File: src/rtl/ads1278_dout_emu_if.sv
// Host-facing serial/sample bus of the ADS1278 DOUT emulator.
// master = host/sample source side, slave = emulator side.
interface ads1278_dout_emu_if;
  logic         i_fsync;
  logic         i_sclk;
  logic [7:0]   o_dout;
  logic [191:0] i_smp_data;
  logic         i_smp_valid;
  logic         o_smp_ready;
  logic         o_frame_done;
  logic         o_underrun;

  modport master (
    output i_fsync, i_sclk, i_smp_data, i_smp_valid,
    input  o_dout, o_smp_ready, o_frame_done, o_underrun
  );

  modport slave (
    input  i_fsync, i_sclk, i_smp_data, i_smp_valid,
    output o_dout, o_smp_ready, o_frame_done, o_underrun
  );
endinterface

File: src/rtl/ads1278_dout_emu.sv
// Emulates the 8-channel ADS1278 DOUT serial output (24-bit frames, fsync/sclk host timing).
// Optional macro ADS1278_EMU_RAMP_EN: underrun frames carry a ramp instead of repeating the last set.
module ads1278_dout_emu #(
  parameter logic [7:0] P_CH_EN = 8'b1111_1111
) (
  input  logic               w_ads1278_clk,
  input  logic               w_read_cnt_rst,
  ads1278_dout_emu_if.slave  bus
);
  localparam int NUM_LANES = 8;
  localparam int VEC_W     = 24;

  typedef enum logic [1:0] {IDLE, SYNC, SHIFT} state_t;

  state_t                            r_state;
  logic                              r_fsync_d, r_sclk_d;
  logic                              r_full, r_frame_done, r_underrun;
  logic [4:0]                        r_bit_cnt;
  logic [NUM_LANES-1:0][VEC_W-1:0]   r_sr, r_hold, r_last;
  logic [NUM_LANES-1:0][VEC_W-1:0]   w_under, w_src, w_load, w_shift, w_data;
  logic [NUM_LANES-1:0]              w_dout;
  logic                              w_fsync_rise, w_sclk_fall;
`ifdef ADS1278_EMU_RAMP_EN
  logic [VEC_W-1:0]                  r_ramp;
`endif

  assign w_fsync_rise = bus.i_fsync & ~r_fsync_d;
  // sclk falls are meaningless while the host still holds fsync high
  assign w_sclk_fall  = ~bus.i_sclk & r_sclk_d & ~bus.i_fsync;
  assign w_data       = bus.i_smp_data;
  assign w_src        = r_full ? r_hold : (bus.i_smp_valid ? w_data : w_under);

  genvar n;
  generate
    for (n = 0; n < NUM_LANES; n++) begin : g_lane
`ifdef ADS1278_EMU_RAMP_EN
      assign w_under[n] = r_ramp + VEC_W'(n);
`else
      assign w_under[n] = r_last[n];
`endif
      assign w_load[n]  = P_CH_EN[n] ? w_src[n] : '0;
      assign w_shift[n] = {r_sr[n][VEC_W-2:0], 1'b0};
      assign w_dout[n]  = r_sr[n][VEC_W-1];
    end
  endgenerate

  assign bus.o_dout       = w_dout;
  assign bus.o_smp_ready  = ~r_full;
  assign bus.o_frame_done = r_frame_done;
  assign bus.o_underrun   = r_underrun;

  always_ff @(posedge w_ads1278_clk or posedge w_read_cnt_rst) begin
    if (w_read_cnt_rst) begin
      r_state      <= IDLE;
      r_fsync_d    <= 1'b0;
      r_sclk_d     <= 1'b1;
      r_full       <= 1'b0;
      r_frame_done <= 1'b0;
      r_underrun   <= 1'b0;
      r_bit_cnt    <= '0;
      r_sr         <= '0;
      r_hold       <= '0;
      r_last       <= '0;
`ifdef ADS1278_EMU_RAMP_EN
      r_ramp       <= '0;
`endif
    end else begin
      r_fsync_d    <= bus.i_fsync;
      r_sclk_d     <= bus.i_sclk;
      r_frame_done <= 1'b0;
      if (w_fsync_rise) begin
        // a rise in any state (including mid-frame) restarts from a fresh load
        r_sr      <= w_load;
        r_last    <= w_src;
        r_bit_cnt <= '0;
        r_state   <= SYNC;
        if (r_full) begin
          r_full <= 1'b0;
        end else if (!bus.i_smp_valid) begin
          r_underrun <= 1'b1;
`ifdef ADS1278_EMU_RAMP_EN
          r_ramp     <= r_ramp + 1'b1;
`endif
        end
      end else begin
        if (bus.i_smp_valid && !r_full) begin
          r_hold <= w_data;
          r_full <= 1'b1;
        end
        case (r_state)
          SYNC: if (!bus.i_fsync) r_state <= SHIFT;
          SHIFT: begin
            if (w_sclk_fall) begin
              r_sr <= w_shift;
              if (r_bit_cnt == 5'd23) begin
                r_state      <= IDLE;
                r_frame_done <= 1'b1;
                r_bit_cnt    <= '0;
              end else begin
                r_bit_cnt <= r_bit_cnt + 1'b1;
              end
            end
          end
          default: ;
        endcase
      end
    end
  end
endmodule

File: src/flat_wrapper.sv
// flat-port wrapper written by rule: the top's interface ports become plain ports
module ads1278_dout_emu_flat 
#(
  parameter logic [7:0] P_CH_EN = 8'b1111_1111
)
  (w_ads1278_clk, w_read_cnt_rst, bus_i_fsync, bus_i_sclk, bus_i_smp_data, bus_i_smp_valid, bus_o_dout, bus_o_smp_ready, bus_o_frame_done, bus_o_underrun);
  ads1278_dout_emu_if bus_i ();
  input  logic w_ads1278_clk;
  input  logic w_read_cnt_rst;
  input wire logic [$bits(bus_i.i_fsync)-1:0] bus_i_fsync;
  input wire logic [$bits(bus_i.i_sclk)-1:0] bus_i_sclk;
  input wire logic [$bits(bus_i.i_smp_data)-1:0] bus_i_smp_data;
  input wire logic [$bits(bus_i.i_smp_valid)-1:0] bus_i_smp_valid;
  output wire logic [$bits(bus_i.o_dout)-1:0] bus_o_dout;
  output wire logic [$bits(bus_i.o_smp_ready)-1:0] bus_o_smp_ready;
  output wire logic [$bits(bus_i.o_frame_done)-1:0] bus_o_frame_done;
  output wire logic [$bits(bus_i.o_underrun)-1:0] bus_o_underrun;
  assign bus_i.i_fsync = bus_i_fsync;
  assign bus_i.i_sclk = bus_i_sclk;
  assign bus_i.i_smp_data = bus_i_smp_data;
  assign bus_i.i_smp_valid = bus_i_smp_valid;
  assign bus_o_dout = bus_i.o_dout;
  assign bus_o_smp_ready = bus_i.o_smp_ready;
  assign bus_o_frame_done = bus_i.o_frame_done;
  assign bus_o_underrun = bus_i.o_underrun;
  ads1278_dout_emu #(.P_CH_EN(P_CH_EN)) u_core (.w_ads1278_clk(w_ads1278_clk), .w_read_cnt_rst(w_read_cnt_rst), .bus(bus_i));
endmodule
File: config.mk
export PLATFORM = sky130hd
export DESIGN_NAME = ads1278_dout_emu_flat
export DESIGN_NICKNAME = d
export VERILOG_FILES = /design/src/rtl/ads1278_dout_emu_if.sv /design/src/rtl/ads1278_dout_emu.sv /design/src/flat_wrapper.sv
export SDC_FILE = /design/constraint.sdc
export NUM_CORES = 1
export LEC_CHECK = 0
export ABC_AREA = 1
export ABC_CLOCK_PERIOD_IN_PS = 56100
export CAP_MARGIN = 20
export CORE_ASPECT_RATIO = 0.8
export CORE_UTILIZATION = 50
export DETAILED_ROUTE_END_ITERATION = 10
export PLACE_DENSITY = 0.7
export SYNTH_ARGS = -nofsm -noshare
export SYNTH_HDL_FRONTEND = slang
export SYNTH_SLANG_ARGS = --single-unit
File: constraint.sdc
create_clock -name w_ads1278_clk -period 56.1 [get_ports w_ads1278_clk]
set_input_delay 5.61 -clock w_ads1278_clk [delete_from_list [all_inputs] [get_ports w_ads1278_clk]]
set_output_delay 5.61 -clock w_ads1278_clk [all_outputs]
set_load 0.01 [all_outputs]
== Word level (Yosys, flattened, before mapping) ==
Index checks and enable logic that the tools add are counted.
Word-level totals
  flip-flop bits (word level): 588
  latch bits: 0
  memory bits (writable): 0
  ROM bits: 0
  bits of input ports: 197
  output and inout port bits: 11
  logic and storage cells: 77
  memories: 0
Operators by class
  $add $sub $neg: 1
  $mul: 0
  div/mod/pow operators: 0
  $lt $le $gt $ge: 0
  eq/ne operators: 6
  shifts and indexed selects: 0
  muxes and demuxes: 20
  bitwise operators: 9
  reduce and logical (&&, ||, !) cells: 10
Operators with widths (number)
  2-to-1 mux 192 bit: 5
  2-to-1 mux 5 bit: 4
  2-to-1 mux 2 bit: 4
  2-to-1 mux 1 bit: 6
  != test 3 x 1 -> 1 bit (second input constant): 2
  inverter 1 bit: 6
  nonzero test 2 bit: 3
  adder 5 x 1 -> 5 bit (second input constant): 1
  == test 5 bit (second input constant): 1
  one-hot mux 2 bit (2 select lines): 1
  AND reduction 2 bit: 2
  AND reduction 4 bit: 1
  bitwise AND 1 bit: 3
  != test 3 x 2 -> 1 bit (second input constant): 1
  AND reduction 3 bit: 1
  nonzero test 3 bit: 1
  == test 2 x 1 -> 1 bit (second input constant): 1
  == test 2 bit (second input constant): 1
  logical AND 1 bit: 1
  zero test 1 bit: 1

== Depth between registers and ports, before layout ==
Gate-level depths: netlist of the first run.
  depth after elaboration: 6
  gate-level depth with buffers: 11
  depth with buffers taken out: 8

== Worst setup path before layout of the first run ==
Ideal clock, no wire load.
  path type: input -> register
  start: in bus_i_fsync
  end: reg u_core.r_sr[0] (netlist bit)
  setup time: 0.128 ns
  data arrival time: 6.533 ns
  required time: 55.972 ns
  path slack: 49.439 ns
  stages on the path: 9
  path buffers: 3
  cell sequence: nor2_1 > nand3_1 > buf_4 > nand2_4 > inv_2 > buf_6 > buf_2 > nand2_1 > nand2_1
Between the ends
  word-level cells in the longest chain between the ends: 4
  elaborated cells on any way between the ends: 7
  those cells by class: 1 x mux; 3 x bitwise; 3 x reduce/logical
Ends and longest elaborated chain
  start: declaration: line flat_wrapper.sv:10  | input wire logic [$bits(bus_i.i_fsync)-1:0] bus_i_fsync;
  inverter 1 bit: line ads1278_dout_emu.sv:29  | assign w_sclk_fall = ~bus.i_sclk & r_sclk_d & ~bus.i_fsync;
  bitwise AND 1 bit: line ads1278_dout_emu.sv:29
  nonzero test 2 bit (no source line)
  AND reduction 2 bit (no source line)
  end signal: assignment: line ads1278_dout_emu.sv:73  | r_sr <= w_load;
  end signal: assignment: line ads1278_dout_emu.sv:94  | r_sr <= w_shift;
  end: declaration: line ads1278_dout_emu.sv:19  | logic [NUM_LANES-1:0][VEC_W-1:0] r_sr, r_hold, r_last;
Parallel ways exist; a longest one is shown, timed or not.
A chain may end at the register's enable or synchronous reset.

== Worst setup path in the final report of the first run ==
  start: in bus_i_fsync
  end: reg u_core.r_sr[10] (netlist bit)
Same word-level chain as after synthesis.

==> impl_metrics.tcl, run 1 <==
set metrics [dict create \
    rr_endpoint "u_core.r_sr[10]" \
    hpwl_mm 42.12 \
    core_area_um2 53820 \
    finalWorstSetupSlack_ns 46.96 \
    dp.cells 4248 \
    grt_max_degree 194 \
    cp_max_fo 65 \
    drv_slew 0 \
    start_kind "input pin" \
    cts_tree "built" \
    drtAntennaViolNets 0 \
    die_area_um2 55450 \
    max_stage_delay_ns 0.94 \
    routedWlPerCell_um 17.20 \
    vias 23490 \
    drcViolationCount 0 \
    gp_congestion 0.7836 \
    grt_pass1_vias 22070 \
    hold_buffers 0 \
    diodes 0 \
    place_ws_ns 46.39 \
    rsz0062_at_grt "false" \
    cp_cell_sequence "clkdlybuf4s50_1 -> nor2_1 -> buf_4 -> nand3_4 -> nand2_4 -> inv_4 -> buf_4 -> nand2_1 -> nand2_1" \
    cts_resized 0 \
    clockBufferDepth 3 \
    rr_worst_depth 6 \
    drtPass1Iterations 5 \
    worstSetupEndpointType "register" \
    startpoint "bus_i_fsync" \
    grt.busiest_layer "met1" \
    root_buffer "clkbuf_16" \
    netlist_instances 3554 \
    cp_num_cells 9 \
    p_seq_share_pct 47.3 \
    cp.arrival_ns 9.65 \
    yosysSeqAreaShare_pct 54.00 \
    io_pins 208 \
    fin_crit_ns 9.137 \
    regToRegSetupSlack_ns 52.10 \
    cts_inserted_buffers 59 \
    use_met3_pct 5.701 \
    comb_power_share_pct 18.6 \
    antenna_found_initial 0 \
    worst_path_max_delay_cell "nand2_4" \
    totalWireLength_mm 74.98 \
    path_clk_slew_ns 0.06 \
    use_met2_pct 40.03 \
    p_switching_mw 0.3640 \
    viasPerCell 5.389 \
    p_int_mw 0.8510 \
    slew-limit-headroom_pct 27.54 \
    p_sw_share_pct 29.96 \
    multiInputGateArea_um2 10990 \
    synth_seq_cells 588 \
    setup_viol 0 \
    stdcell_count 4359 \
    yosys_warnings 0 \
    grt_use_total_pct 27.44 \
    layout-drive-gt1-share_pct 4.047 \
    final_cell_mix "nand2_1 (1825), dfrtp_1 (586), nand3_1 (527), clkdlybuf4s50_1 (206), inv_1 (108)" \
    ir_worst_vdd_v 0.00002267 \
    die_h_um 210.8 \
    p_clk_share_pct 34.1 \
    final_common_cell "nand2_1" \
    p_leak_nw 16.54 \
    r2r-start "u_core.r_sclk_d" \
    finalCritPeriodShare_pct 16.29 \
    fin_skew_ns 0.01668 \
    fmax_mhz 109.4 \
    clock_sinks 588 \
    hold_viol 0 \
    synth_area_um2 27250 \
    synth_cell_type_count 27 \
    nets 3808 \
    place.port_buffers 207 \
    cp_top_family "simple AND/OR/NAND/NOR gates" \
    tightest_slew_ns 1.087 \
    worstHoldPathType "reg2reg" \
    crit_end "u_core.r_sr[10]" \
    area_growth_pct 15.26 \
    syn_avg_cell_area_um2 7.668 \
    p_total_mw 1.215 \
    gr-usage-met1_pct 41.66 \
    num_rows 76 \
    synth_fp_nets 3754 \
    dieWidth_um 263.0 \
    drtIter0Drc 2455 \
    p_per_area_nw_per_um2 38.68 \
    grt.overflow.total 0 \
    tns_ns 0 \
    layout.area.seq_um2 14720 \
    required_ns 56.61 \
    crit_buf_inv 4 \
    post_cts_buffers 0 \
    criticalPathCategory "in2reg" \
    worstSkewPairLatency_ns 0.63 \
    nFillCells 4808 \
    grt_pass1_wl_mm 121.6 \
    outcome "complete, no violations" \
    initial_core_util_pct 50.63 \
    cts_htree_levels 2 \
    maxCapViolCount 0 \
]
[Yosys cell counts, drive strengths merged]
library cell / n / share of area, %
nand4: 19 / 0.44
dfstp: 1 / 0.096
dfrtp: 587 / 54
nand3: 528 / 9.7
a21boi: 3 / 0.083
buf: 170 / 3.3
nand2: 1829 / 25
inv: 113 / 1.6
mux2i: 1 / 0.037
ha: 3 / 0.14
o21ai: 94 / 1.7
nor2: 43 / 0.64
or2: 1 / 0.023
xor2: 1 / 0.032
a21oi: 33 / 0.61
clkbuf: 73 / 1.0
o211ai: 55 / 1.5
[final cells by class]
class | count | area share (%)
Clock buffer | 81 | 5.481
Clock inverter | 29 | 0.9959
Inverter | 113 | 1.410
Timing Repair Buffer | 236 | 7.465
Sequential cell | 588 | 46.86
Tap cell | 702 | 2.796
Multi-Input combinational cell | 2610 | 34.99
[power groups by stage]
stage | sequential (mW) | combinational, mW | clock, mW
floorplan | 0.567 | 0.167 | 0
global placement | 0.578 | 0.221 | 0
detailed placement | 0.578 | 0.227 | 0
CTS | 0.573 | 0.228 | 0.420
global route | 0.585 | 0.262 | 0.438
finish | 0.575 | 0.226 | 0.414
[routing by layer]
layer	routed length, um	vias to the layer above
met3	6067	99
met1	35450	11150
met4	1654	0
li1	-	11370
met5	0	-
met2	31800	878
[flip-flops by register name (all words and copies together) (netlist names)]
register / count
u_core.r_sclk_d: 1
u_core.r_sr: 184
u_core.r_state: 2
u_core.r_full: 1
u_core.r_bit_cnt: 5
u_core.r_hold: 192
u_core.bus.o_frame_done: 1
u_core.bus.o_dout: 8
u_core.r_fsync_d: 1
u_core.bus.o_underrun: 1
u_core.r_last: 192
[kinds of logic after synthesis]
| group | count (synthesis) | synth area share (%) |
|---|---|---|
| AND/OR/NAND/NOR | 2420 | 36.02 |
| flip-flops | 588 | 54.00 |
| buffers and inverters | 356 | 5.844 |
| AO/OA/AOI/OAI | 185 | 3.930 |
| adder cells (fa/ha/maj) | 3 | 0.1377 |
| XOR/XNOR | 1 | 0.03214 |
| multiplexers | 1 | 0.03673 |
[how the worst min path moves through the flow]
stage                        from            endpoint  slack, ns  cells after the start
2_1_floorplan  u_core.r_hold[100]  u_core.r_hold[100]       0.44                      2
3_3_place_gp   u_core.r_hold[148]  u_core.r_hold[148]       0.45                      2
3_5_place_dp   u_core.r_hold[112]  u_core.r_hold[112]       0.46                      2
4_1_cts        u_core.r_hold[112]  u_core.r_hold[112]       0.47                      2
5_1_grt        u_core.r_hold[175]  u_core.r_hold[175]       0.48                      2
6_report        u_core.r_hold[52]   u_core.r_hold[52]       0.47                      2
[worst register-to-register path: stages, from the launching register on]
cell,delay (ns)
dfstp_2,0.88
nand3_4,0.80
nand2_4,0.96
inv_4,0.48
buf_4,0.52
nand2_1,0.20
nand2_1,0.07
[through the flow]
stage / util [%] / area [um^2] / hold slack, ns
6_report: 58.36 / 31410 / 0.4716
5_1_grt: 58.36 / 31410 / 0.4844
4_1_cts: 58.31 / 31380 / 0.4740
3_5_place_dp: 54.53 / 29350 / 0.4578
3_3_place_gp: 54.53 / 29350 / 0.4529
2_1_floorplan: - / 27250 / 0.4417
Note: power is estimated with default switching activity, not from simulation.
==> run 2: changes to the inputs <==
--- a/config.mk
+++ b/config.mk
@@ -6,7 +6,7 @@
 export NUM_CORES = 1
 export LEC_CHECK = 0
 export ABC_AREA = 1
-export ABC_CLOCK_PERIOD_IN_PS = 56100
+export ABC_CLOCK_PERIOD_IN_PS = 9190
 export CAP_MARGIN = 20
 export CORE_ASPECT_RATIO = 0.8
 export CORE_UTILIZATION = 50
==> constraint.sdc (replaced) <==
create_clock -name w_ads1278_clk -period 9.19 [get_ports w_ads1278_clk]
set_input_delay 0.919 -clock w_ads1278_clk [delete_from_list [all_inputs] [get_ports w_ads1278_clk]]
set_output_delay 0.919 -clock w_ads1278_clk [all_outputs]
set_load 0.01 [all_outputs]
==> run 2 against run 1 <==
  * Setup slack got worse by 42 ns
  * Combinational power rose to 6.1 times the previous value
  * Sequential share of layout area about the same
  * Critical endpoint is now bus_o_smp_ready
  * Hold slack lost 0.0026 ns
  * Flip-flop and latch count stayed put
  * Register-to-register slack worse by 47 ns
  * Core utilization hardly changed
  * Critical path type is now reg2out
  * Design area about the same
==> impl_metrics.tcl, run 2 (synthesized netlist as in run 1, its figures left out) <==
set metrics [dict create \
    tightest_slew_ns 1.068 \
    rsz0062_at_grt "false" \
    fin_skew_ns 0.01888 \
    routedWlPerCell_um 17.25 \
    maxCapViolCount 0 \
    grt_use_total_pct 27.55 \
    cp.arrival_ns 3.50 \
    r2r-start "u_core.r_full" \
    drtAntennaViolNets 0 \
    rr_endpoint "u_core.r_sr[20]" \
    die_h_um 210.8 \
    fmax_mhz 226.3 \
    finalCritPeriodShare_pct 48.09 \
    dieWidth_um 263.0 \
    post_cts_buffers 0 \
    hold_buffers 0 \
    viasPerCell 5.380 \
    initial_core_util_pct 50.63 \
    grt.overflow.total 0 \
    outcome "complete, no violations" \
    area_growth_pct 15.33 \
    cts_resized 0 \
    comb_power_share_pct 18.5 \
    p_leak_nw 16.55 \
    root_buffer "clkbuf_16" \
    gp_congestion 0.8098 \
    p_int_mw 5.223 \
    grt_max_degree 166 \
    criticalPathCategory "reg2out" \
    antenna_found_initial 0 \
    layout-drive-gt1-share_pct 4.017 \
    cts_tree "built" \
    worstHoldPathType "reg2reg" \
    p_clk_share_pct 34.3 \
    cts_inserted_buffers 60 \
    cp_max_fo 74 \
    p_per_area_nw_per_um2 237.2 \
    hold_depth 1 \
    worstSetupEndpointType "output port" \
    largestRegisters "u_core.r_hold (192), u_core.r_last (192), u_core.r_sr (184)" \
    place.port_buffers 207 \
    start_kind "register" \
    path_clk_slew_ns 0.06 \
    hold_viol 0 \
    fin_crit_ns 4.419 \
    drcViolationCount 0 \
    core_area_um2 53820 \
    required_ns 8.27 \
    grt_pass1_vias 22270 \
    cts_htree_levels 2 \
    drv_slew 0 \
    tns_ns 0 \
    io_pins 208 \
    setup_viol 0 \
    clock_sinks 588 \
    worstHoldStart "u_core.bus.o_underrun" \
    p_sw_share_pct 29.95 \
    drtPass1Iterations 6 \
    worstSkewPairLatency_ns 0.63 \
    drtIter0Drc 2688 \
    nFillCells 4799 \
    nets 3810 \
    slew-limit-headroom_pct 28.77 \
    die_area_um2 55450 \
    ir_worst_vdd_v 0.0001537 \
    vias 23460 \
    final_cell_mix "nand2_1 (1825), dfrtp_1 (586), nand3_1 (527), clkdlybuf4s50_1 (206), inv_1 (108)" \
    p_switching_mw 2.233 \
    totalWireLength_mm 75.22 \
    diodes 0 \
    p_total_mw 7.456 \
    p_seq_share_pct 47.2 \
    clockBufferDepth 3 \
    hpwl_mm 43.47 \
    rr_worst_depth 9 \
    final_core_util_pct 58.40 \
    num_rows 76 \
    regToRegSetupSlack_ns 5.12 \
    min_to "u_core.bus.o_underrun" \
    grt_pass1_wl_mm 122.3 \
    final_common_cell "nand2_1" \
]
-- run 2: cell types whose count changed in the layout (fill, tap and decap cells not counted), sizes merged --
cell / before / now
buf: 30 / 31
inv: 113 / 111
bufinv: 6 / 4
clkinv: 19 / 12
clkbuf: 81 / 95
clkinvlp: 4 / 2
-- run 2: layout make-up --
cell class                      instances  area [um^2]  area share, %
Timing Repair Buffer                  237         2332          7.420
Sequential cell                       588        14720          46.83
Tap cell                              702        878.3          2.795
Multi-Input combinational cell       2610        10990          34.97
Clock buffer                           95         1884          5.995
Clock inverter                         16        186.4         0.5932
Inverter                              113        439.2          1.397
-- run 2: stage by stage --
| step | instances | setup WS (ns) | instance area, um^2 | hold slack (ns) |
|---|---|---|---|---|
| final | 4361 | 4.771 | 31430 | 0.4690 |
| after floorplan | 3554 | 0.2564 | 27260 | 0.4417 |
| after CTS | 4361 | 4.719 | 31430 | 0.4730 |
| after global routing | 4361 | 4.655 | 31430 | 0.4867 |
| after detailed placement | 4250 | 4.658 | 29360 | 0.4583 |
| after global placement | 4249 | 4.674 | 29340 | 0.4529 |
-- run 2: critical path: stages, from the launching register on --
cell	delay, ns
dfrtp_4	0.82
inv_4	0.56
buf_4	0.78
clkdlybuf4s50_1	0.68
-- run 2: power by group through the flow --
stage | Combinational, mW | Sequential, mW | Clock, mW
final | 1.38 | 3.52 | 2.56
after global routing | 1.59 | 3.59 | 2.70
after CTS | 1.39 | 3.51 | 2.59
after detailed placement | 1.38 | 3.54 | 0
after global placement | 1.35 | 3.54 | 0
after floorplan | 1.02 | 3.46 | 0
-- run 2: per-layer routing --
metal / vias up / part of all wire (%) / global-route usage, %
met5: - / 0 / 0
met4: 0 / 2.4 / 7.905
met3: 122 / 8.0 / 5.794
met2: 818 / 42 / 40.28
met1: 11180 / 47 / 41.29
li1: 11350 / - / -
-- run 2: worst max-delay path by stage --
stage                         startpoint                   end  slack (ns)
final                      u_core.r_full       bus_o_smp_ready        4.77
after global placement       bus_i_fsync      u_core.r_sr[152]        4.67
after CTS                  u_core.r_full       bus_o_smp_ready        4.72
after floorplan           w_read_cnt_rst  u_core.bus.o_dout[0]        0.26
after detailed placement     bus_i_fsync      u_core.r_sr[152]        4.66
after global routing       u_core.r_full       bus_o_smp_ready        4.65
